--- src/rtl/hazard_pkg.sv ---
// Shared types and constants for the decode-stage hazard scheduler.
// The hazard_ctrl top optionally adds perf counters under HAZARD_PERF_CNT_EN.
package hazard_pkg;

  typedef enum logic {
    RUN     = 1'b0,
    MC_BUSY = 1'b1
  } haz_state_t;

  localparam int unsigned REG_ZERO = 0;

  typedef struct packed {
    logic pc_en;
    logic ifid_en;
    logic pipe_en;
    logic ex_hold;
    logic hazflush;
    logic flush;
  } pipe_ctrl_t;

  // Free-running pipeline: everything advances, no bubble, no flush.
  localparam pipe_ctrl_t CTRL_RUN = '{
    pc_en:    1'b1,
    ifid_en:  1'b1,
    pipe_en:  1'b1,
    ex_hold:  1'b0,
    hazflush: 1'b1,
    flush:    1'b0
  };

  localparam pipe_ctrl_t CTRL_RST = '{
    pc_en:    1'b0,
    ifid_en:  1'b0,
    pipe_en:  1'b0,
    ex_hold:  1'b0,
    hazflush: 1'b1,
    flush:    1'b0
  };

  // Front end and EX frozen while a multicycle op occupies EX.
  localparam pipe_ctrl_t CTRL_MC_STALL = '{
    pc_en:    1'b0,
    ifid_en:  1'b0,
    pipe_en:  1'b0,
    ex_hold:  1'b1,
    hazflush: 1'b1,
    flush:    1'b0
  };

  // One-cycle load-use stall: hold PC and IF/ID, push a bubble into EX.
  function automatic pipe_ctrl_t ctrl_load_use();
    pipe_ctrl_t c;
    c          = CTRL_RUN;
    c.pc_en    = 1'b0;
    c.ifid_en  = 1'b0;
    c.hazflush = 1'b0;
    return c;
  endfunction

endpackage

--- src/rtl/hazard_ctrl_load_use_detect.sv ---
// Combinational load-use comparison between the ID sources and a load in EX.
// Kept standalone so a forwarding unit can reuse the same match logic.
module load_use_detect
  import hazard_pkg::*;
#(
  parameter int unsigned REG_AW = 5
) (
  input  logic [REG_AW-1:0] id_rs1_i,
  input  logic [REG_AW-1:0] id_rs2_i,
  input  logic              id_rs1_used_i,
  input  logic              id_rs2_used_i,
  input  logic [REG_AW-1:0] ex_rd_i,
  input  logic              ex_memrd_i,
  output logic              lu_c_o
);

  logic rd_nonzero;
  logic rs1_hit;
  logic rs2_hit;

  // x0 is hardwired to zero, so a load targeting it never creates a hazard.
  assign rd_nonzero = (ex_rd_i != REG_AW'(REG_ZERO));
  assign rs1_hit    = id_rs1_used_i && (id_rs1_i == ex_rd_i);
  assign rs2_hit    = id_rs2_used_i && (id_rs2_i == ex_rd_i);
  assign lu_c_o     = ex_memrd_i && rd_nonzero && (rs1_hit || rs2_hit);

endmodule

--- src/rtl/hazard_ctrl.sv ---
// Decode-stage pipeline scheduler: load-use stall, branch flush, multicycle freeze.
// Define HAZARD_PERF_CNT_EN to add stall/flush/multicycle performance counters.
module hazard_ctrl
  import hazard_pkg::*;
#(
  parameter int unsigned REG_AW = 5,
  parameter int unsigned MC_LAT = 4,
  parameter int unsigned CNT_W  = 3
) (
  input  logic              clk,
  input  logic              rst,
  input  logic [REG_AW-1:0] id_rs1,
  input  logic [REG_AW-1:0] id_rs2,
  input  logic              id_rs1_used,
  input  logic              id_rs2_used,
  input  logic [REG_AW-1:0] ex_rd,
  input  logic              ex_memrd,
  input  logic              ex_br_taken,
  input  logic              ex_mc_start,
  output logic              pc_en,
  output logic              ifid_en,
  output logic              pipe_en,
  output logic              ex_hold,
  output logic              hazflush,
  output logic              flush,
  output logic              mc_busy
`ifdef HAZARD_PERF_CNT_EN
  ,
  output logic [31:0]       stall_cnt,
  output logic [31:0]       flush_cnt,
  output logic [31:0]       mc_cnt
`endif
);

  localparam int unsigned PERF_W = 32;

  haz_state_t       state_q, state_d;
  logic [CNT_W-1:0] cnt_q, cnt_d;
  pipe_ctrl_t       ctrl_c;
  logic             mc_busy_c;
  logic             mc_accept_c;
  logic             lu_c;

  load_use_detect #(
    .REG_AW(REG_AW)
  ) u_lu (
    .id_rs1_i      (id_rs1),
    .id_rs2_i      (id_rs2),
    .id_rs1_used_i (id_rs1_used),
    .id_rs2_used_i (id_rs2_used),
    .ex_rd_i       (ex_rd),
    .ex_memrd_i    (ex_memrd),
    .lu_c_o        (lu_c)
  );

  always_ff @(posedge clk or posedge rst) begin
    if (rst) begin
      state_q <= RUN;
      cnt_q   <= '0;
    end else begin
      state_q <= state_d;
      cnt_q   <= cnt_d;
    end
  end

  // Priority: MC_BUSY > ex_mc_start > ex_br_taken > load-use.
  always_comb begin
    state_d     = state_q;
    cnt_d       = cnt_q;
    ctrl_c      = CTRL_RUN;
    mc_busy_c   = 1'b0;
    mc_accept_c = 1'b0;
    unique case (state_q)
      RUN: begin
        if (ex_mc_start) begin
          ctrl_c      = CTRL_MC_STALL;
          mc_busy_c   = 1'b1;
          mc_accept_c = 1'b1;
          state_d     = MC_BUSY;
          cnt_d       = CNT_W'(MC_LAT - 1);
        end else if (ex_br_taken) begin
          ctrl_c.flush = 1'b1;
        end else if (lu_c) begin
          ctrl_c = ctrl_load_use();
        end
      end
      MC_BUSY: begin
        ctrl_c    = CTRL_MC_STALL;
        mc_busy_c = 1'b1;
        cnt_d     = cnt_q - CNT_W'(1);
        if (cnt_q == CNT_W'(1)) begin
          state_d = RUN;
          cnt_d   = '0;
        end
      end
    endcase
    // Reset overrides everything combinationally, not just at the next edge.
    if (rst) begin
      ctrl_c      = CTRL_RST;
      mc_busy_c   = 1'b0;
      mc_accept_c = 1'b0;
    end
  end

  assign pc_en    = ctrl_c.pc_en;
  assign ifid_en  = ctrl_c.ifid_en;
  assign pipe_en  = ctrl_c.pipe_en;
  assign ex_hold  = ctrl_c.ex_hold;
  assign hazflush = ctrl_c.hazflush;
  assign flush    = ctrl_c.flush;
  assign mc_busy  = mc_busy_c;

`ifdef HAZARD_PERF_CNT_EN
  logic [PERF_W-1:0] stall_cnt_q, flush_cnt_q, mc_cnt_q;

  // Counters wrap naturally at 2^32.
  always_ff @(posedge clk or posedge rst) begin
    if (rst) begin
      stall_cnt_q <= '0;
      flush_cnt_q <= '0;
      mc_cnt_q    <= '0;
    end else begin
      if (!ctrl_c.pc_en) stall_cnt_q <= stall_cnt_q + PERF_W'(1);
      if (ctrl_c.flush)  flush_cnt_q <= flush_cnt_q + PERF_W'(1);
      if (mc_accept_c)   mc_cnt_q    <= mc_cnt_q + PERF_W'(1);
    end
  end

  assign stall_cnt = stall_cnt_q;
  assign flush_cnt = flush_cnt_q;
  assign mc_cnt    = mc_cnt_q;
`else
  logic unused_perf;
  assign unused_perf = mc_accept_c & (PERF_W != 0);
`endif

endmodule

--- config.mk ---
export PLATFORM = sky130hd
export DESIGN_NAME = hazard_ctrl
export DESIGN_NICKNAME = d
export VERILOG_FILES = /design/src/rtl/hazard_pkg.sv /design/src/rtl/hazard_ctrl_load_use_detect.sv /design/src/rtl/hazard_ctrl.sv
export SDC_FILE = /design/constraint.sdc
export NUM_CORES = 1
export LEC_CHECK = 0
export BUFFER_PORTS_ARGS = -buffer_cell sky130_fd_sc_hd__buf_2
export CAP_MARGIN = 20
export CORE_AREA = 3 3 40 42
export CTS_CLUSTER_DIAMETER = 50
export DETAILED_ROUTE_END_ITERATION = 6
export DIE_AREA = 0 0 43 45
export GPL_TIMING_DRIVEN = 0
export PLACE_DENSITY = 0.6
export SLEW_MARGIN = 20
export SYNTH_ARGS = -nofsm -noshare
export SYNTH_HDL_FRONTEND = slang
export SYNTH_HIERARCHICAL = 1
export SYNTH_SLANG_ARGS = --single-unit
--- constraint.sdc ---
create_clock -name clk -period 1.7 [get_ports clk]
set_input_delay 0.17 -clock clk [delete_from_list [all_inputs] [get_ports clk]]
set_output_delay 0.17 -clock clk [all_outputs]
set_load 0.03 [all_outputs]
---- Yosys cells after proc, flatten, opt, wreduce, memory -nomap -nowiden ----
Cells that the tools add are included.
storage, ports and cells
  bits in registers ....................... 4
cells by class
  add/subtract/negate cells ............... 1
  equality and inequality tests ........... 4
  mux-type cells .......................... 14
  bitwise operators ....................... 1
  reduce and logical (&&, ||, !) cells .... 6
operators with widths
  cell                                                 count
  two-way mux 6 bit                                    3
  case mux 6 bit (2 select lines)                      1
  equality test 5 bit                                  2
  two-way mux 3 bit                                    2
  case mux 3 bit (2 select lines)                      1
  two-way mux 5 bit                                    1
  nonzero test 5 bit                                   1
  logical AND 1 bit                                    4
  two-way mux 1 bit                                    4
  case mux 1 bit (2 select lines)                      2
  equality test 3 x 1 -> 1 bit, second input constant  1
  subtractor 3 x 1 -> 3 bit, second input constant     1
  != test 2 bit, second input constant                 1
  logical OR 1 bit                                     1
  inverter 1 bit                                       1

---- Depth between registers and ports, before layout ----
Gate-level depths: netlist of run 1.
  depth in word-level cells ............... 9
  depth in mapped cells ................... 7
  depth with buffers taken out ............ 6

---- Cells and area by module ----
Netlist of run 1, hierarchy kept.
modules (own cells, without submodules)
  module           instances  cells an instance  area an instance (um^2)  sequential area each (um^2)
  hazard_ctrl      1          28                 252.7                    100.1
  load_use_detect  1          17                 133.9                    0.0

---- Worst setup path before layout of run 1 ----
Ideal clock, no wire load.
  path type ............................... register to output
  from .................................... register state_q
  to ...................................... output pc_en
  arrival time ............................ 1.745 ns
  data required time ...................... 1.530 ns
  setup slack ............................. -0.215 ns
  cell stages (with the launch flop) ...... 4
  path buffers ............................ 1
  cells stage by stage .................... dfrtp_1 -> nor3_2 -> nor2b_1 -> buf_4
between the ends
  cells in the longest elaborated chain, start to end .. 3
RTL lines
  element                              RTL line           RTL
  start, declared                      hazard_ctrl.sv:37  haz_state_t state_q, state_d;
  start signal, assigned               hazard_ctrl.sv:61  state_q <= state_d;
  inverter 1 bit                       --
  case mux 6 bit (2 select lines) (*)  hazard_ctrl.sv:73  unique case (state_q)
  two-way mux 6 bit (*)                hazard_ctrl.sv:98  if (rst) begin
  end, declared                        hazard_ctrl.sv:20  output logic pc_en,
Mark *: on every way between the ends. The rest lies on a longest branch, timed or not.

---- Worst setup path in the final report of run 1 ----
  from .................................... input ex_rd[1]
  to ...................................... output pc_en
between the ends
  cells in the longest elaborated chain, start to end .. 9
RTL lines
  element                                 RTL line                                                              RTL
  start, declared                         hazard_ctrl.sv:16                                                     input logic [REG_AW-1:0] ex_rd,
  equality test 5 bit (on tied branches)  hazard_ctrl_load_use_detect.sv:23, hazard_ctrl_load_use_detect.sv:24
  logical AND 1 bit (on tied branches)    hazard_ctrl_load_use_detect.sv:23, hazard_ctrl_load_use_detect.sv:24
  logical OR 1 bit                        hazard_ctrl_load_use_detect.sv:25                                     assign lu_c_o = ex_memrd_i && rd_nonzero && (rs1_hit || rs2_hit);
  logical AND 1 bit (*)                   hazard_ctrl_load_use_detect.sv:25
  net lu_c                                hazard_ctrl.sv:42                                                     logic lu_c;
  two-way mux 6 bit (*)                   hazard_ctrl.sv:83                                                     end else if (lu_c) begin
  two-way mux 5 bit (*)                   hazard_ctrl.sv:81                                                     end else if (ex_br_taken) begin
  two-way mux 6 bit (*)                   hazard_ctrl.sv:75                                                     if (ex_mc_start) begin
  case mux 6 bit (2 select lines) (*)     hazard_ctrl.sv:73
  two-way mux 6 bit (*)                   hazard_ctrl.sv:98
The timed path passes the listed nets; every way through them passes the cells marked *.

==> run metrics, run 1 <==
worst reg-to-reg setup slack=0.68 ns; multi-input gate area in the final layout=around 290 sq um; top cells by area, synth=sky130_fd_sc_hd__dfrtp_1 26%, sky130_fd_sc_hd__xor2_1 18%, sky130_fd_sc_hd__ha_1 6.5%; DRC violation count after routing=0; Hold Violations, Final=0; drt pass-1 iters=4; area taken by flip-flops and latches=100 sq um; area fraction of the dominant cell type after synthesis=0.259; max-capacitance violation count=0; worst setup slack before clock tree synthesis=-0.00747 ns; slew at the pin with the worst max-slew slack=between 0.2 and 0.3 ns; DR vias=416; Routed Antenna Nets=0; CTS buffer count=3; P per Cell Area=1020 nW/um^2; cell count after synthesis=45; I/O pin total=29; area added between synthesis and finish=62.1%; die area=1940 sq um; shortest period the worst path allows=approximately 1.6 ns; worst endpoint required time=1.53 ns; first-pass GRT wire length=between 1000 and 1500 um; startpoint type of the worst setup path=input pin; fin worst setup slack=0.0622 ns; most common cell after layout, fill and taps aside=sky130_fd_sc_hd__buf_2; post-CTS setup buffers=0; worst clock skew=0.00680 ns; static leakage=0.000315 uW; Worst-Skew Late Latency=0.24 ns; number of global-route vias before repair=392; Final period util=0.963; Die Y=45 um; Fill cells=about 130; sum of negative setup slack=0 ns; utilization after layout=0.488; mean cell area of the mapped netlist=8.59 sq um; crit end category=output port; total number of clock tree sinks=4; number of port buffers=28; vias per std cell=around 4.5; core area=1280 sq um; worst min-delay path category=in -> reg; # placed instances=88; area leader, netlist=sky130_fd_sc_hd__dfrtp_1; initial core utilization=0.301; Max Slew Vio Count=0; commonest cells after routing, fill and taps aside=24 x sky130_fd_sc_hd__buf_2, 8 x sky130_fd_sc_hd__xor2_1; number of DRC violations after detailed-routing iteration 0=3; GPL Wtd Cong=0.788; clock-pin slew reported for the worst setup and hold paths after clock tree synthesis=0.04 ns; maximum number of pins on one net before global-route repair=8; overall overflow remaining after global route=0; Synth Net Count=69; proportion of layout cells with a drive suffix above 1=0.494; outcome=completed; number of warnings printed during yosys synthesis=6; category of the critical setup timing path=in -> out; maximum clock rate=0.611 GHz; number of different library cells in the post-synthesis netlist=22; highest ir drop seen on vdd=359 uV; portion of the post-synthesis area used by sequential elements=0.259; signal arrival time at the worst endpoint=roughly 1.5 ns; number of standard-cell rows in the floorplan=13; total global-route track usage=0.104; wirelength, routed=956 um; Nets=a little over 100; Routed WL per cell=between 10 and 15 um; area of the mapped netlist=387 sq um; n_diodes=0; post-route non-filler standard cell count=92; clock tree root driver cell=sky130_fd_sc_hd__clkbuf_4; Clock H-tree levels=1; CP Max Fanout=3; max-slew headroom at the worst pin=0.804; chip width=around 43 um; TritonCTS clock tree=done; Finish-stage setup viols=0; initial antenna violation count=0; number of synthesized register bits=4; buffer levels on the longest clock path=2
## sequential cells by signal (all words and copies together) (netlist names)
| signal | cells |
|---|---|
| cnt_q | 3 |
| state_q | 1 |
## power breakdown
| group | leakage (uW) | switching [uW] | total (uW) | internal (uW) |
|---|---|---|---|---|
| sequential | 0.0000458 | 51.4 | 197 | 145 |
| clock | 0.0000138 | 40.5 | 120 | 79.1 |
| combinational | 0.000256 | 168 | 325 | 157 |
| total | 0.000315 | 260 | 641 | 381 |
## routing by layer
layer  track usage  vias up  wire length (um)
met2         0.192       22               513
met4        0.0542        0                 0
met5             0        -                 0
met3        0.0359        0               106
met1         0.102      176               337
li1              -      218                 -
## worst max-delay path: stages
cell and delay [ns]:
sky130_fd_sc_hd__buf_2 0.12, sky130_fd_sc_hd__or4_1 0.53, sky130_fd_sc_hd__o21ai_2 0.14, sky130_fd_sc_hd__a21oi_2 0.04
sky130_fd_sc_hd__nor2b_4 0.12, sky130_fd_sc_hd__nor2b_2 0.11, sky130_fd_sc_hd__buf_4 0.11, sky130_fd_sc_hd__buf_6 0.11
## cell type report
| type | instances | area share |
|---|---|---|
| Sequential cell | 4 | 0.160 |
| Multi-Input combinational cell | 36 | 0.459 |
| Timing Repair Buffer | 29 | 0.279 |
| Buffer | 1 | 0.0120 |
| Inverter | 4 | 0.0240 |
| Tap cell | 15 | 0.0299 |
| Clock buffer | 3 | 0.0359 |
## final timing paths
check                                      from                   end  depth (start not counted)
setup / recovery                       ex_rd[1]                 pc_en                          8
hold / removal                      ex_mc_start  cnt_q[0]$_DFFE_PP0P_                          3
setup reg to reg           cnt_q[0]$_DFFE_PP0P_  cnt_q[2]$_DFFE_PP0P_                          4
hold reg to reg            cnt_q[2]$_DFFE_PP0P_  cnt_q[2]$_DFFE_PP0P_                          1
max in group asynchronous                   rst  cnt_q[1]$_DFFE_PP0P_                          3
min in group asynchronous                   rst  cnt_q[2]$_DFFE_PP0P_                          3
## Yosys cell counts
master / count
sky130_fd_sc_hd__nand3_1: 2
sky130_fd_sc_hd__o22ai_1: 1
sky130_fd_sc_hd__ha_1: 2
sky130_fd_sc_hd__nor3_2: 1
sky130_fd_sc_hd__a21oi_1: 2
sky130_fd_sc_hd__dfrtp_1: 4
sky130_fd_sc_hd__o21ai_1: 1
sky130_fd_sc_hd__inv_1: 4
sky130_fd_sc_hd__a32o_1: 1
sky130_fd_sc_hd__buf_4: 1
sky130_fd_sc_hd__nand2b_1: 1
sky130_fd_sc_hd__nor4_2: 1
sky130_fd_sc_hd__nor2_1: 4
sky130_fd_sc_hd__nand2_1: 1
sky130_fd_sc_hd__nor4_1: 1
sky130_fd_sc_hd__mux2i_1: 1
sky130_fd_sc_hd__nor2b_1: 4
sky130_fd_sc_hd__xor2_1: 8
sky130_fd_sc_hd__a22oi_1: 1
sky130_fd_sc_hd__or4_1: 1
sky130_fd_sc_hd__and2_1: 1
sky130_fd_sc_hd__xnor2_1: 2
## what timing repair did
| action | in CTS | in global routing |
|---|---|---|
| setup endpoints to repair | 1 | 1 |
| resized for setup | 2 | 9 |
| endpoints found under the hold margin | 4 | 0 |
| pin swaps | 0 | 9 |
| hold buffers | 1 | 0 |
## metrics by stage
step / hold slack [ns] / power, uW / instance area [sq um]
detailed placement: 0.107 / 511 / 554
global route: 0.279 / 697 / 627
global placement: 0.111 / 501 / 554
floorplan: -0.0639 / 415 / 395
CTS: 0.281 / 641 / 592
finish: 0.282 / 641 / 627
## kinds of logic after synthesis
group,count (synthesis),synth area share
compound gates,6,0.100
xor+xnor,10,0.227
fa+ha+maj,2,0.0647
buf+inv,5,0.0582
flops,4,0.259
mux,1,0.0259
simple gates,17,0.265
Note: power is estimated with default switching activity, not from simulation.
==> inputs of run 2 (changes only) <==
--- a/config.mk
+++ b/config.mk
@@ -12,8 +12,8 @@
 export DETAILED_ROUTE_END_ITERATION = 6
 export DIE_AREA = 0 0 43 45
 export GPL_TIMING_DRIVEN = 0
+export MAX_ROUTING_LAYER = met4
 export PLACE_DENSITY = 0.6
-export SLEW_MARGIN = 20
 export SYNTH_ARGS = -nofsm -noshare
 export SYNTH_HDL_FRONTEND = slang
 export SYNTH_HIERARCHICAL = 1
==> run 2 against run 1 <==
Clock power about the same; clock skew unchanged; setup slack got worse by 0.0020 ns; combinational power is essentially flat; count of clock-buffer cells in the layout unchanged; critical path depth stayed put; cell count is the same; sequential share of layout area did not move; via count unchanged; critical path type unchanged; largest cell class unchanged.
==> run metrics, run 2 (same netlist as run 1, synthesis figures left out) <==
outcome=completed; uppermost routed layer=met3; Max Slew Vio Count=0 (unchanged); CP Cell Sequence=buf_2, or4_1, o21ai_2, a21oi_2, nor2b_4, nor2b_2, buf_4, buf_6; startpoint type of the worst setup path=input pin; shortest period the worst path allows=1.64 ns (+0.00202 ns); n_diodes=0 (unchanged); chip width=43 um (unchanged); Slowest-stage cell, CP=sky130_fd_sc_hd__or4_1; worst clock skew=0.00680 ns (unchanged); Routed Antenna Nets=0 (unchanged); post-route non-filler standard cell count=92 (unchanged); number of standard-cell rows in the floorplan=13 (unchanged); multi-input gate area in the final layout=288 sq um (unchanged); Largest register FFs=3 (unchanged); CP Max Fanout=3 (unchanged); fin area=627 sq um (unchanged); placed standard-cell area=554 sq um (unchanged); most common cell after layout, fill and taps aside=sky130_fd_sc_hd__buf_2; clock-pin slew reported for the worst setup and hold paths after clock tree synthesis=0.04 ns (about the same); maximum number of pins on one net before global-route repair=8 (unchanged); total global-route track usage=0.107 (+0.00312); CTS buffer count=3 (unchanged); die area=1940 sq um (unchanged); worst setup path start=ex_rd[1]; largest register by flop count=cnt_q; crit end category=output port; max-capacitance violation count=0 (unchanged); Die Y=45 um (unchanged); TritonCTS clock tree=done; signal arrival time at the worst endpoint=1.47 ns (about the same); number of global-route vias before repair=392 (unchanged); worst endpoint required time=1.53 ns (about the same); number of port buffers=28 (unchanged); number of DRC violations after detailed-routing iteration 0=3 (unchanged); commonest cells after routing, fill and taps aside=24 x sky130_fd_sc_hd__buf_2, 8 x sky130_fd_sc_hd__xor2_1; clock tree root driver cell=sky130_fd_sc_hd__clkbuf_4; DRC violation count after routing=0 (unchanged); Worst-Skew Late Latency=0.24 ns (about the same); first-pass GRT wire length=1500 um (unchanged); Routed WL per cell=10.4 um (unchanged); worst min-delay path category=in -> reg; wirelength, routed=956 um (unchanged); Met1 Wirelength=350 um (+3.9%); static leakage=0.000315 uW (unchanged); launch point of the worst hold path=ex_mc_start; vias per std cell=4.52 (unchanged); highest ir drop seen on vdd=359 uV (about the same); P per Cell Area=1020 nW/um^2 (about the same); category of the critical setup timing path=in -> out; initial antenna violation count=0 (unchanged); Clock H-tree levels=1 (unchanged); total number of clock tree sinks=4 (unchanged); max-slew headroom at the worst pin=0.804 (unchanged); Largest delay share family, worst path=simple AND/OR/NAND/NOR gates; core area=1280 sq um (unchanged); area added between synthesis and finish=62.1% (unchanged); total number of cells along the worst setup path=8 (unchanged); Finish-stage setup viols=0 (unchanged); Fill cells=133 (unchanged); number of cells traversed by the worst hold path=3 (unchanged); slew at the pin with the worst max-slew slack=0.294 ns (unchanged); Nets=103 (unchanged); Min Hold Slack=0.282 ns (-0.0000350 ns); proportion of layout cells with a drive suffix above 1=0.494 (unchanged); total length of routed met2 wires=512 um (-0.19%); sum of negative setup slack=0 ns (unchanged); Hold Violations, Final=0 (unchanged); I/O pin total=29 (unchanged); met3 WL=93 um (-12%); buffer levels on the longest clock path=2 (unchanged); area taken by flip-flops and latches=100 sq um (unchanged); DR vias=416 (unchanged); Worst Reg-to-Reg Cells=4 (unchanged); drt pass-1 iters=4 (unchanged); # placed instances=88 (unchanged); initial core utilization=0.301 (unchanged); maximum clock rate=0.610 GHz (-0.12%); Worst R2R Start=cnt_q[0]$_DFFE_PP0P_; biggest registers after layout=cnt_q x3, state_q x1; buffers and inverters on the worst path=3 (unchanged); overall overflow remaining after global route=0 (unchanged); worst stage delay on the critical path=0.53 ns (about the same); Final period util=0.965 (+0.00119); GPL Wtd Cong=0.799 (+1.4%)
==> run 2: cell counts in the layout (fill, tap and decap cells not counted) <==
No cell type changed its count.
==> run 2: layer usage <==
metal | GRT usage | up-vias
met4 | 0.0542 | 0
met3 | 0.0279 | 0
li1 | - | 218
met1 | 0.107 | 176
met5 | - | -
met2 | 0.192 | 22
==> run 2: worst paths after layout <==
kind / end / slack [ns]
min in group asynchronous: cnt_q[2]$_DFFE_PP0P_ / 0.41
min reg2reg: cnt_q[2]$_DFFE_PP0P_ / 0.52
max in group asynchronous: cnt_q[1]$_DFFE_PP0P_ / 1.14
min: cnt_q[0]$_DFFE_PP0P_ / 0.28
max: pc_en / 0.06
max reg2reg: cnt_q[2]$_DFFE_PP0P_ / 0.68
==> run 2: cell type report <==
| type | count | share of cell area |
|---|---|---|
| Multi-Input combinational cell | 36 | 0.459 |
| Buffer | 1 | 0.0120 |
| Tap cell | 15 | 0.0299 |
| Clock buffer | 3 | 0.0359 |
| Timing Repair Buffer | 29 | 0.279 |
| Sequential cell | 4 | 0.160 |
| Inverter | 4 | 0.0240 |
==> run 2: worst reg2reg max path, cell delays in order (launching register included) <==
cell                      delay [ns]
sky130_fd_sc_hd__dfrtp_1        0.39
sky130_fd_sc_hd__inv_1          0.06
sky130_fd_sc_hd__ha_1           0.16
sky130_fd_sc_hd__mux2i_1        0.08
sky130_fd_sc_hd__a32o_1         0.21
==> run 2: metrics by stage <==
step           power, uW  setup WS, ns  utilization
3_5_place_dp         511      -0.00747        0.431
5_1_grt              697      -0.00226        0.488
4_1_cts              641        0.0192        0.461
6_report             641        0.0602        0.488
3_3_place_gp         501       0.00462        0.431
2_1_floorplan        415        0.0133            -
==> run 2: where the power goes <==
| part | internal [uW] | switching [uW] | total, uW |
|---|---|---|---|
| registers | 145 | 51.4 | 196 |
| logic | 157 | 168 | 325 |
| clock network | 79.1 | 40.5 | 120 |
| total | 381 | 260 | 641 |
==> run 2: timing repair <==
action	4_1_cts	5_1_grt
buffers inserted	0	0
endpoints found under the hold margin	4	0
gates resized for setup	2	9
hold buffers	1	0
pin swaps	0	9
setup endpoints to repair	1	1
==> inputs of run 3 (changes only) <==
--- a/config.mk
+++ b/config.mk
@@ -13,7 +13,7 @@
 export DIE_AREA = 0 0 43 45
 export GPL_TIMING_DRIVEN = 0
 export MAX_ROUTING_LAYER = met4
-export PLACE_DENSITY = 0.6
+export PLACE_DENSITY = 0.74
 export SYNTH_ARGS = -nofsm -noshare
 export SYNTH_HDL_FRONTEND = slang
 export SYNTH_HIERARCHICAL = 1
==> constraint.sdc (replaced) <==
create_clock -name clk -period 1.35 [get_ports clk]
set_input_delay 0.135 -clock clk [delete_from_list [all_inputs] [get_ports clk]]
set_output_delay 0.135 -clock clk [all_outputs]
set_load 0.03 [all_outputs]
==> run 3 against run 2 <==
The flow now finishes with violations (negative setup slack); combinational power up 44%; hold slack lost 0.016 ns; design area grew 6.0%; flip-flop and latch count unchanged; first-iteration DRC count down 33%; count of clock-buffer cells in the layout did not move; largest power group unchanged; highest routed layer unchanged.
==> run metrics, run 3 (same netlist as run 1, synthesis figures left out) <==
first-pass GRT wire length=1690 um (+13%); drt pass-1 iters=3 (-1); number of port buffers=28 (unchanged); Hold Violations, Final=0 (unchanged); core area=1280 sq um (unchanged); violations in the final reports=negative setup slack; CP Cell Sequence=buf_6, xor2_1, nor4_2, nand3_1, a21oi_1, nor2b_4, nor2b_4, buf_6, buf_6; max-slew headroom at the worst pin=0.839 (+0.0353); Slowest-stage cell, CP=sky130_fd_sc_hd__nor4_2; worst setup slack before clock tree synthesis=-0.293 ns (-0.286 ns); total number of clock tree sinks=4 (unchanged); highest ir drop seen on vdd=760 uV (+110%); area taken by flip-flops and latches=101 sq um (+1.2%); crit end category=output port; commonest cells after routing, fill and taps aside=21 x sky130_fd_sc_hd__buf_2, 8 x sky130_fd_sc_hd__buf_6, 8 x sky130_fd_sc_hd__xor2_1; largest register by flop count=cnt_q; Min Hold Slack=0.266 ns (-0.0163 ns); I/O pin total=29 (unchanged); DRC violation count after routing=0 (unchanged); max-capacitance violation count=0 (unchanged); worst stage delay on the critical path=0.29 ns (-0.24 ns); initial antenna violation count=0 (unchanged); Clock H-tree levels=1 (unchanged); GPL Wtd Cong=0.715 (-10%); Routed Antenna Nets=0 (unchanged); initial core utilization=0.301 (unchanged); die area=1940 sq um (unchanged); maximum clock rate=about 0.65 GHz; n_diodes=0 (unchanged); number of DRC violations after detailed-routing iteration 0=2 (-1); area added between synthesis and finish=71.8%; Routed WL per cell=11.6 um (+12%); number of global-route vias before repair=410 (+4.6%); cell with the most instances on the worst path=sky130_fd_sc_hd__buf_6; half-perimeter wire length after detailed placement=825 um; Worst-Skew Late Latency=0.23 ns (about the same); outcome=finished with violations; worst endpoint required time=1.22 ns (-0.31 ns); buffer levels on the longest clock path=2 (unchanged); fin worst setup slack=-0.185 ns (-0.245 ns); worst min-delay path category=in -> reg; category of the critical setup timing path=in -> out; CTS buffer count=3 (unchanged); DR vias=426 (+2.4%); Largest register FFs=3 (unchanged); proportion of layout cells with a drive suffix above 1=0.513 (+0.0193); Max Slew Vio Count=0 (unchanged); biggest registers after layout=cnt_q x3, state_q x1; multi-input gate area in the final layout=294 sq um (+2.2%); signal arrival time at the worst endpoint=1.40 ns (-0.07 ns); Die Y=45 um (unchanged); slew at the pin with the worst max-slew slack=0.240 ns (-0.0539 ns); worst clock skew=0.00183 ns (-0.00497 ns); number of standard-cell rows in the floorplan=13 (unchanged); Fill cells=123 (-7.5%); most common cell after layout, fill and taps aside=sky130_fd_sc_hd__buf_2; wirelength, routed=1080 um (+13%); Nets=104 (+0.97%); TritonCTS clock tree=done; vias per std cell=4.58 (+1.3%); static leakage=0.000328 uW (+4.1%); Final period util=1.14; overall overflow remaining after global route=0 (unchanged); CP Max Fanout=2 (-1); setup repair after global routing missed its margin=true; shortest period the worst path allows=around 1.5 ns; clock tree root driver cell=sky130_fd_sc_hd__clkbuf_4; maximum number of pins on one net before global-route repair=8 (unchanged); clock-pin slew reported for the worst setup and hold paths after clock tree synthesis=0.03 ns (about the same); chip width=43 um (unchanged); startpoint type of the worst setup path=input pin; total global-route track usage=0.123 (+0.0165); sum of negative setup slack=-0.494 ns (-0.494 ns); P per Cell Area=1270 nW/um^2 (+24%); overall power=842 uW (+31%); Finish-stage setup viols=3 (+3)
## run 3: cell count changes in the layout (fill, tap and decap cells not counted), sizes merged
cell,delta
buf,+1
## run 3: repair_timing
action	CTS	global route
gates resized for setup	13	2
endpoints found under the setup margin	4	5
endpoints found under the hold margin	4	0
cloned	0	0
setup buffers	0	1
hold buffers	1	0
pin swaps	7	1
## run 3: where the power goes
group / internal, uW / switching (uW) / total (uW)
registers: 186 / 46.3 / 232
logic: 228 / 240 / 468
clock network: 98.9 / 42.2 / 141
total: 513 / 329 / 842
## run 3: stage by stage
| step | cell area (sq um) | util | std cells |
|---|---|---|---|
| floorplan | 412 | - | 45 |
| global placement | 571 | 0.444 | 88 |
| detailed placement | 571 | 0.444 | 88 |
| CTS | 651 | 0.506 | 92 |
| global route | 664 | 0.517 | 93 |
| finish | 664 | 0.517 | 93 |
## run 3: layout make-up
cell class                      count  area share
Clock buffer                        3      0.0339
Tap cell                           15      0.0282
Timing Repair Buffer               30       0.303
Inverter                            4      0.0226
Sequential cell                     4       0.153
Buffer                              1      0.0169
Multi-Input combinational cell     36       0.443
## run 3: final timing paths
check / start / endpoint / slack (ns) / cells after the start
min in group asynchronous: rst / cnt_q[2]$_DFFE_PP0P_ / 0.39 / 3
max in group asynchronous: rst / state_q$_DFF_PP0_ / 0.79 / 3
worst max register to register: state_q$_DFF_PP0_ / cnt_q[2]$_DFFE_PP0P_ / 0.27 / 3
worst min-delay path: ex_mc_start / cnt_q[0]$_DFFE_PP0P_ / 0.27 / 3
worst min register to register: cnt_q[2]$_DFFE_PP0P_ / cnt_q[2]$_DFFE_PP0P_ / 0.53 / 1
worst max-delay path: id_rs2[0] / pc_en / -0.19 / 9
## run 3: per-layer routing
metal	wire, um	up-vias	track usage
met5	0	-	-
met3	131	0	0.0478
li1	-	217	-
met2	573	23	0.228
met4	0	0	0.0723
met1	375	186	0.105
## run 3: critical path, delay by kind of cell
| family | cells | cell delay (ns) |
|---|---|---|
| AOI/OAI and AO/OA | 1 | 0.15 |
| xor gates and xnor gates | 1 | 0.16 |
| buffers and inverters | 3 | 0.31 |
| and+or+nand+nor | 4 | 0.63 |
